`config.mk`:
```
export PLATFORM = sky130hd
export DESIGN_NAME = regfile_wb_arbiter
export DESIGN_NICKNAME = d
export VERILOG_FILES = /design/src/rtl/regfile_wb_arbiter.sv
export SDC_FILE = /design/constraint.sdc
export NUM_CORES = 1
export LEC_CHECK = 0
export CORE_UTILIZATION = 25
export DETAILED_ROUTE_END_ITERATION = 8
export GPL_ROUTABILITY_DRIVEN = 0
export PLACE_DENSITY = 0.5
export SLEW_MARGIN = 10
export SYNTH_ARGS = -nofsm -noshare
export SYNTH_HDL_FRONTEND = slang
export SYNTH_SLANG_ARGS = --single-unit
```
`constraint.sdc`:
```
create_clock -name clk -period 4.8 [get_ports clk]
set_clock_uncertainty 0.15 [all_clocks]
set_input_delay 0.96 -clock clk [delete_from_list [all_inputs] [get_ports clk]]
set_output_delay 0.96 -clock clk [all_outputs]
set_load 0.01 [all_outputs]
```
`src/rtl/regfile_wb_arbiter.sv`:
```
`default_nettype none
// ============================================================================
// Module   : regfile_wb_arbiter
// Brief    : Merges two issue-lane writebacks and a buffered long-latency
//            result stream onto two registered register-file write ports.
// Revision : 1.0 - initial release
// ============================================================================
module regfile_wb_arbiter (
    input  logic        clk,
    input  logic        rst,
    input  logic        l0_valid,
    input  logic [4:0]  l0_rd,
    input  logic [31:0] l0_data,
    input  logic        l1_valid,
    input  logic [4:0]  l1_rd,
    input  logic [31:0] l1_data,
    input  logic        lu_valid,
    input  logic [4:0]  lu_rd,
    input  logic [31:0] lu_data,
    output logic        lu_ready,
    output logic        we1,
    output logic [4:0]  wr_reg1,
    output logic [31:0] wr_data1,
    output logic        we2,
    output logic [4:0]  wr_reg2,
    output logic [31:0] wr_data2,
    output logic [31:0] pend_mask
);

    localparam logic [1:0] c_CNT_FULL = 2'd2;

    // Two-entry FIFO kept as a shift pair: entry 0 is always the head.
    logic [1:0]  r_cnt;
    logic [4:0]  r_rd0, r_rd1;
    logic [31:0] r_data0, r_data1;

    logic        w_push;
    logic        w_l0_wr, w_l1_wr;
    logic [1:0]  w_lane_n, w_slots;
    logic        w_h_vld, w_s_vld;
    logic        w_h_drop, w_s_drop, w_h_dup;
    logic        w_h_disc, w_h_wr, w_h_pop;
    logic        w_s_room, w_s_wr, w_s_pop;
    logic [1:0]  w_cnt_pop, w_cnt_nxt;
    logic [4:0]  w_rd0_nxt, w_rd1_nxt;
    logic [31:0] w_data0_nxt, w_data1_nxt;

    logic [3:0]        w_c_en;
    logic [3:0][4:0]   w_c_rd;
    logic [3:0][31:0]  w_c_data;
    logic              w_p1_en, w_p2_en;
    logic [4:0]        w_p1_rd, w_p2_rd;
    logic [31:0]       w_p1_data, w_p2_data;

    assign lu_ready = rst & (r_cnt != c_CNT_FULL);
    assign w_push   = lu_valid & lu_ready;

    // Lane survivors: rd 0 is dropped, and l0 loses a same-cycle WAW to l1.
    assign w_l0_wr  = l0_valid & (l0_rd != 5'd0) & ~(l1_valid & (l1_rd == l0_rd));
    assign w_l1_wr  = l1_valid & (l1_rd != 5'd0);
    assign w_lane_n = {1'b0, w_l0_wr} + {1'b0, w_l1_wr};
    assign w_slots  = 2'd2 - w_lane_n;

    assign w_h_vld  = (r_cnt != 2'd0);
    assign w_s_vld  = (r_cnt == c_CNT_FULL);

    // A buffered result is stale if it targets x0 or a lane writes the same rd.
    assign w_h_drop = (r_rd0 == 5'd0) | (l0_valid & (l0_rd == r_rd0)) | (l1_valid & (l1_rd == r_rd0));
    assign w_s_drop = (r_rd1 == 5'd0) | (l0_valid & (l0_rd == r_rd1)) | (l1_valid & (l1_rd == r_rd1));

    // Head is superseded by an equal-rd second entry whenever a port is free to
    // drain both, which also keeps the two ports from ever sharing an rd.
    assign w_h_dup  = w_s_vld & (r_rd0 == r_rd1) & ~w_s_drop & (w_slots != 2'd0);
    assign w_h_disc = w_h_vld & (w_h_drop | w_h_dup);
    assign w_h_wr   = w_h_vld & ~w_h_disc & (w_slots != 2'd0);
    assign w_h_pop  = w_h_disc | w_h_wr;

    assign w_s_room = (w_slots == 2'd2) | ((w_slots == 2'd1) & ~w_h_wr);
    assign w_s_wr   = w_s_vld & ~w_s_drop & w_h_pop & w_s_room;
    assign w_s_pop  = w_h_pop & w_s_vld & (w_s_drop | w_s_wr);

    assign w_c_en   = {w_s_wr, w_h_wr, w_l1_wr, w_l0_wr};
    assign w_c_rd   = {r_rd1, r_rd0, l1_rd, l0_rd};
    assign w_c_data = {r_data1, r_data0, l1_data, l0_data};

    always_comb begin
        w_p1_en   = 1'b0;
        w_p1_rd   = 5'd0;
        w_p1_data = 32'd0;
        w_p2_en   = 1'b0;
        w_p2_rd   = 5'd0;
        w_p2_data = 32'd0;
        for (int i = 0; i < 4; i++) begin
            if (w_c_en[i]) begin
                if (!w_p1_en) begin
                    w_p1_en   = 1'b1;
                    w_p1_rd   = w_c_rd[i];
                    w_p1_data = w_c_data[i];
                end else if (!w_p2_en) begin
                    w_p2_en   = 1'b1;
                    w_p2_rd   = w_c_rd[i];
                    w_p2_data = w_c_data[i];
                end
            end
        end
    end

    always_comb begin
        w_cnt_pop   = r_cnt - {1'b0, w_h_pop} - {1'b0, w_s_pop};
        w_rd0_nxt   = r_rd0;
        w_data0_nxt = r_data0;
        w_rd1_nxt   = r_rd1;
        w_data1_nxt = r_data1;
        if (w_h_pop && !w_s_pop) begin
            w_rd0_nxt   = r_rd1;
            w_data0_nxt = r_data1;
        end
        if (w_push) begin
            if (w_cnt_pop == 2'd0) begin
                w_rd0_nxt   = lu_rd;
                w_data0_nxt = lu_data;
            end else begin
                w_rd1_nxt   = lu_rd;
                w_data1_nxt = lu_data;
            end
        end
        w_cnt_nxt = w_cnt_pop + {1'b0, w_push};
    end

    always_ff @(posedge clk or negedge rst) begin
        if (!rst) begin
            r_cnt    <= 2'd0;
            r_rd0    <= 5'd0;
            r_rd1    <= 5'd0;
            r_data0  <= 32'd0;
            r_data1  <= 32'd0;
            we1      <= 1'b0;
            wr_reg1  <= 5'd0;
            wr_data1 <= 32'd0;
            we2      <= 1'b0;
            wr_reg2  <= 5'd0;
            wr_data2 <= 32'd0;
        end else begin
            r_cnt    <= w_cnt_nxt;
            r_rd0    <= w_rd0_nxt;
            r_rd1    <= w_rd1_nxt;
            r_data0  <= w_data0_nxt;
            r_data1  <= w_data1_nxt;
            we1      <= w_p1_en;
            wr_reg1  <= w_p1_rd;
            wr_data1 <= w_p1_data;
            we2      <= w_p2_en;
            wr_reg2  <= w_p2_rd;
            wr_data2 <= w_p2_data;
        end
    end

    always_comb begin
        pend_mask = 32'd0;
        if (w_h_vld && (r_rd0 != 5'd0)) pend_mask[r_rd0] = 1'b1;
        if (w_s_vld && (r_rd1 != 5'd0)) pend_mask[r_rd1] = 1'b1;
    end

endmodule
`default_nettype wire

```
Word level (Yosys, flattened, before mapping)
Cells that the tools add are included.
{"block": "totals", "register_bits": 152, "in_bits": 116}
{"block": "op_classes", "magnitude_cmp": 4, "muxes": 52, "n_eq_ne": 10, "reduce_logical": 16, "addsub": 5, "n_bitwise": 36}
{"op": "$mux 32", "n": 20}
{"op": "$mux 5", "n": 18}
{"op": "$or 32x32->32", "n": 1}
{"op": "$eq 5x5->1", "n": 6}
{"op": "$and 1x1->1", "n": 22}
{"op": "$reduce_bool 5->1", "n": 4}
{"op": "$lt 5x6->1 const B", "n": 2}
{"op": "$mux 1", "n": 12}
{"op": "$demux 1 s5", "n": 2}
{"op": "$ge 5x1->1 const B", "n": 2}
{"op": "$logic_not 5->1", "n": 2}
{"op": "$or 1x1->1", "n": 8}
{"op": "$logic_and 1x1->1", "n": 5}
{"op": "$not 1->1", "n": 5}
{"op": "$eq 2x2->1 const B", "n": 2}
{"op": "$reduce_bool 2->1", "n": 2}
{"op": "$sub 2x1->2", "n": 2}
{"op": "$add 1x1->2", "n": 1}
{"op": "$add 2x1->2", "n": 1}
{"op": "$eq 2x1->1 const B", "n": 1}
{"op": "$logic_not 2->1", "n": 1}
{"op": "$ne 2x2->1 const B", "n": 1}
{"op": "$reduce_and 2->1", "n": 1}
{"op": "$sub 2x2->2 const A", "n": 1}
{"op": "$logic_not 1->1", "n": 1}

Longest topological paths before layout
Gate-level depths: netlist (run 1).
{"block": "depth", "word_depth": 24, "ltp_mapped": 21}

Worst setup path after synthesis (run 1)
Ideal clock, no wire load.
{"block": "synth_timing", "kind": "input to register", "start": "in l1_rd[1]", "end": "reg r_data1[0]", "arrival_ns": 5.249, "required_time_ns": 4.525, "path_buffers": 4, "path_stages": 16, "setup_time_ns": 0.125, "slack_ns": -0.724, "cell_sequence": "clkbuf_2 > or4_1 > o21a_1 > buf_1 > ha_1 > nor3_2 > o31ai_1 > a221o_1 > fa_1 > ha_1 > xor2_1 > inv_1 > a21oi_1 > buf_1 > buf_1 > mux2_2"}
{"block": "synth_between", "elab_chain_cells": 23, "elab_cells_between_ends": 40, "cone_classes": "4 x add/sub; 5 x eq/ne; 27 x bitwise; 4 x reduce/logical"}
{"item": "start, declared", "line_no": "15", "text": "input logic [4:0] l1_rd,"}
{"item": "$eq 5x5->1", "line_no": "59", "text": "assign w_l0_wr = l0_valid & (l0_rd != 5'd0) & ~(l1_valid & (l1_rd == l0_rd));"}
{"item": "$and 1x1->1", "line_no": "59"}
{"item": "$not 1->1", "line_no": "59"}
{"item": "$and 1x1->1", "line_no": "59"}
{"item": "$add 1x1->2", "line_no": "61", "text": "assign w_lane_n = {1'b0, w_l0_wr} + {1'b0, w_l1_wr};"}
{"item": "$sub 2x2->2", "line_no": "62", "text": "assign w_slots = 2'd2 - w_lane_n;"}
{"item": "$reduce_bool 2->1", "line_no": "73, 75"}
{"item": "$and 1x1->1", "line_no": "73", "text": "assign w_h_dup = w_s_vld & (r_rd0 == r_rd1) & ~w_s_drop & (w_slots != 2'd0);"}
{"item": "[7 not listed]"}
{"item": "$or 1x1->1", "line_no": "78", "text": "assign w_s_room = (w_slots == 2'd2) | ((w_slots == 2'd1) & ~w_h_wr);"}
{"item": "$and 1x1->1", "line_no": "79", "text": "assign w_s_wr = w_s_vld & ~w_s_drop & w_h_pop & w_s_room;"}
{"item": "$or 1x1->1", "line_no": "80", "text": "assign w_s_pop = w_h_pop & w_s_vld & (w_s_drop | w_s_wr);"}
{"item": "$and 1x1->1", "line_no": "80"}
{"item": "$sub 2x1->2 *", "line_no": "109", "text": "w_cnt_pop = r_cnt - {1'b0, w_h_pop} - {1'b0, w_s_pop};"}
{"item": "$logic_not 2->1 *", "line_no": "119", "text": "if (w_cnt_pop == 2'd0) begin"}
{"item": "$not 1->1 (no source line) *"}
{"item": "$reduce_and 2->1 (no source line) *"}
{"item": "end signal, assigned", "line_no": "148", "text": "r_data1 <= w_data1_nxt;"}
{"item": "end, declared", "line_no": "35", "text": "logic [31:0] r_data0, r_data1;"}
Every way passes the cells marked *; elsewhere a longest branch is shown, timed or not.
A chain may end at the register's enable or synchronous reset.

Worst setup path after layout (run 1)
{"block": "layout_timing", "start": "in l1_rd[1]", "end": "reg r_data1[17]"}
Same word-level chain as after synthesis.

==> results of run 1 <==
## flip-flops by register name (all words and copies together), names as in the netlist
register,cells
wr_reg2,5
we1,1
r_rd1,5
r_rd0,5
wr_reg1,5
wr_data2,32
r_data1,32
r_cnt,2
we2,1
wr_data1,32
r_data0,32
## worst max-delay path: stages
cell and delay (ns):
clkdlybuf4s50_1 0.42, or4_1 0.53, o21a_2 0.25, ha_4 0.18, nor3_4 0.23, o31ai_2 0.09, a221o_1 0.34, fa_1 0.46
ha_1 0.30, xor2_1 0.21, inv_1 0.12, a21oi_4 0.15, buf_12 0.14, clkbuf_16 0.17, mux2_2 0.33
## kinds of logic (layout without fill, tap and decap cells)
kind of cell,after synthesis,count (layout),share of synthesized area
AO/OA/AOI/OAI,90,90,0.0576
XOR/XNOR,33,33,0.0306
other,1,1,0.000397
buffers and inverters,119,355,0.0594
multiplexers,254,254,0.327
adder cells (fa/ha/maj),9,9,0.0127
flip-flops,152,152,0.402
AND/OR/NAND/NOR,200,200,0.110
## final timing paths
kind / to / startpoint / depth (start not counted)
setup / recovery: r_data1[17] / l1_rd[1] / 15
hold / removal: wr_data1[21] / rst / 1
setup reg to reg: r_data1[17] / r_rd1[2] / 14
hold reg to reg: wr_data2[31] / r_data1[31] / 1
max in group asynchronous: r_data1[31] / rst / 2
min in group clk: wr_data2[31] / r_data1[31] / 1
## power groups by stage
stage / combinational [mW] / sequential [mW] / clock [mW]
6_report: 3.86 / 2.38 / 1.47
5_1_grt: 4.17 / 2.47 / 1.57
4_1_cts: 3.77 / 2.38 / 1.52
3_5_place_dp: 3.75 / 2.40 / 0
3_3_place_gp: 3.70 / 2.40 / 0
2_1_floorplan: 2.46 / 2.26 / 0
## final cells by class
type,count,area [sq um],area share
Multi-Input combinational cell,587,5170,0.391
Tap cell,504,631,0.0477
Inverter,44,165,0.0125
Sequential cell,152,3800,0.288
Clock inverter,15,204,0.0154
Timing Repair Buffer,279,2830,0.214
Clock buffer,17,425,0.0322
## per-stage QoR
| stage | utilization | total power, mW | instances |
|---|---|---|---|
| 2_1_floorplan | - | 4.72 | 858 |
| 3_3_place_gp | 0.338 | 6.10 | 1561 |
| 3_5_place_dp | 0.338 | 6.15 | 1561 |
| 4_1_cts | 0.356 | 7.67 | 1593 |
| 5_1_grt | 0.359 | 8.21 | 1598 |
| 6_report | 0.359 | 7.71 | 1598 |
## timing repair
action,in CTS,in global routing
setup buffers,0,3
endpoints found under the setup margin,0,73
gates resized for setup,0,6
hold buffers,0,0
## cells in the mapped netlist (9+ instances only)
library cell | number | area share
and3_1 | 38 | 0.025
buf_2 | 19 | 0.010
buf_4 | 11 | 0.0087
clkbuf_1 | 30 | 0.012
dfrtp_1 | 152 | 0.40
inv_1 | 44 | 0.017
mux2_2 | 88 | 0.10
mux2_4 | 87 | 0.14
mux2i_1 | 77 | 0.082
nand2_1 | 92 | 0.037
nand3_1 | 9 | 0.0048
nor2_1 | 14 | 0.0056
o21ai_0 | 44 | 0.023
o22ai_1 | 27 | 0.018
xnor2_1 | 19 | 0.018
xor2_1 | 14 | 0.013
## routing by layer
metal | global-route usage | vias to the layer above | part of all wire
met5 | 0 | - | 0.00045
met4 | 0.0373 | 2 | 0.011
met3 | 0.0286 | 23 | 0.034
met2 | 0.241 | 161 | 0.48
met1 | 0.200 | 3577 | 0.48
li1 | - | 3424 | -
==> reports/results.md, run 1 <==
| Stage | Metric | Reported |
|---|---|---|
| run status | Outcome | finished, final reports clean |
| floorplan | Number of core rows | 70 |
| critical path | CP Launch Type | input port |
| grt | Number of global-route vias before repair | 7337 |
| placed design | HPWL after detailed placement | 19600 um |
| floorplan | Die extent in y | 196 um |
| synthesis | Synthesized flop and latch total | 152 |
| critical path | Register-to-register setup slack | 0.69 ns |
| pwr | Worst IR Drop VDD | 261 uV |
| cells and area | Diodes inserted | 0 |
| cells and area | Most common cell after layout, fill and taps aside | clkdlybuf4s50_1 |
| grt | Pin count of the biggest net entering global routing | 76 |
| drt | Via count normalized by instance count | 4.50 |
| sta | Max Transition Viols Final | 0 |
| critical path | Arrival @ worst endpoint | 4.89 ns |
| sta | Final clock period utilization by the worst path | 0.983 |
| drt | Iter 0 DRT Violations | 279 |
| placed design | Number of port buffers | 223 |
| floorplan | Die W | 196 um |
| sta | Final Hold Fails | 0 |
| critical path | Crit Path Category | in2reg |
| placed design | Placed instance area | 12500 sq um |
| placed design | DP Worst Slack | -0.399 ns |
| drt | Number of DRC violations after detailed routing | 0 |
| synthesis | Synthesized instance count | 858 |
| sta | Worst Max-Slew Pin Slew | 1.06 ns |
| pwr | Combinational share of power | 0.500 |
| sta | Final sum of negative setup slack | 0 ns |
| pwr | Switching Share | 0.371 |
| critical path | Data required time at the worst endpoint | 4.97 ns |
| clock tree | CTS tree | built |
| sta | Worst hold slack | 0.243 ns |
| worst hold path | Tightest Hold Check Type | in2async |
| floorplan | Top-level I/O count | 225 |
| floorplan | Die footprint | 38600 sq um |
| synthesis | Post-synth EDFFs | 0 |
| cells and area | Post-route cell area | 13200 sq um |
| cells and area | Most frequent cells in the layout | clkdlybuf4s50_1, dfrtp_1, nand2_1 |
| clock tree | H-Tree Depth | 4 |
| clock tree | Clock tree root buffer cell | clkbuf_16 |
| synthesis | Mean Syn Cell Area | 11.0 sq um |
| clock tree | Clock transition at the register clock pins on the worst setup and hold paths after CTS | 0.07 ns |
| drt | Post-DR wirelength/cell | 17.9 um |
| drt | Drt first pass iters | 5 |
| pwr | Part of the total power dissipated in the clock network | 0.191 |
| sta | Relative max-transition margin | 0.293 |
| synthesis | Count of yosys warnings during synthesis | 0 |
| synthesis | Synthesized net count | 983 |
| cells and area | Layout-stage area growth over the synthesis result | 39.8% |
| cells and area | Number of nets at the end of the flow | 1206 |
| clock tree | Maximum clock insertion buffer count | 2 |
| drt | Count of antenna-violating nets left after detailed routing | 0 |
| flow run | Maximum Capacitance Violations | 0 |
| grt | Initial antenna violation count | 1 |
| grt | First-pass GRT wire length | 43600 um |
| drt | Total Wirelength | 28700 um |
| cells and area | Fill cell total of the finished layout | 3630 |
| synthesis | Distinct cell type count of the synthesized netlist | 52 |
| sta | PnR worst setup slack | 0.0798 ns |
| pwr | Static power due to leakage | 6.03 nW |
| floorplan | Initial core utilization | 0.256 |
| synthesis | Post-synthesis instance area | 9460 sq um |
| critical path | Maximum fanout count along the critical path | 12 |
| clock tree | Clk sink count | 152 |
| grt | Gr usage total | 0.148 |
| pwr | Portion of total power attributed to sequential cells | 0.309 |
| sta | Achievable frequency | 212 MHz |
| clock tree | Worst skew pair latency | 0.44 ns |
| synthesis | Sequential share of the synthesized area | 0.402 |
| synthesis | Fraction of synthesis flops using an asynchronous set or reset pin | 1.00 |
| pwr | Power per cell area | 583 nW/um^2 |
| synthesis | Most instantiated flip-flop cell in the synthesis netlist | dfrtp_1 |
| pwr | Internal power | 4.85 mW |
| grt | Residual overflow from global routing | 0 |
| pwr | Net switching power figure | 2.86 mW |
| drt | Number of vias in the routed layout | 7187 |
| cells and area | Ratio of cells with drive above 1 in the final layout | 0.262 |
| sta | Tmin final | 4.72 ns |
| clock tree | TritonCTS Buffers | 17 |
| floorplan | Core region area | 36900 sq um |
| critical path | CP Capture Type | flip-flop |
| sta | Final setup violation count | 0 |
Power figures use the tool's default switching activity.
==> run 2: changes to the inputs <==
CTS_CLUSTER_DIAMETER = 40   (was not set)
==> results of run 2 <==
Final layout, timing and power as in run 1 (identical DEF).
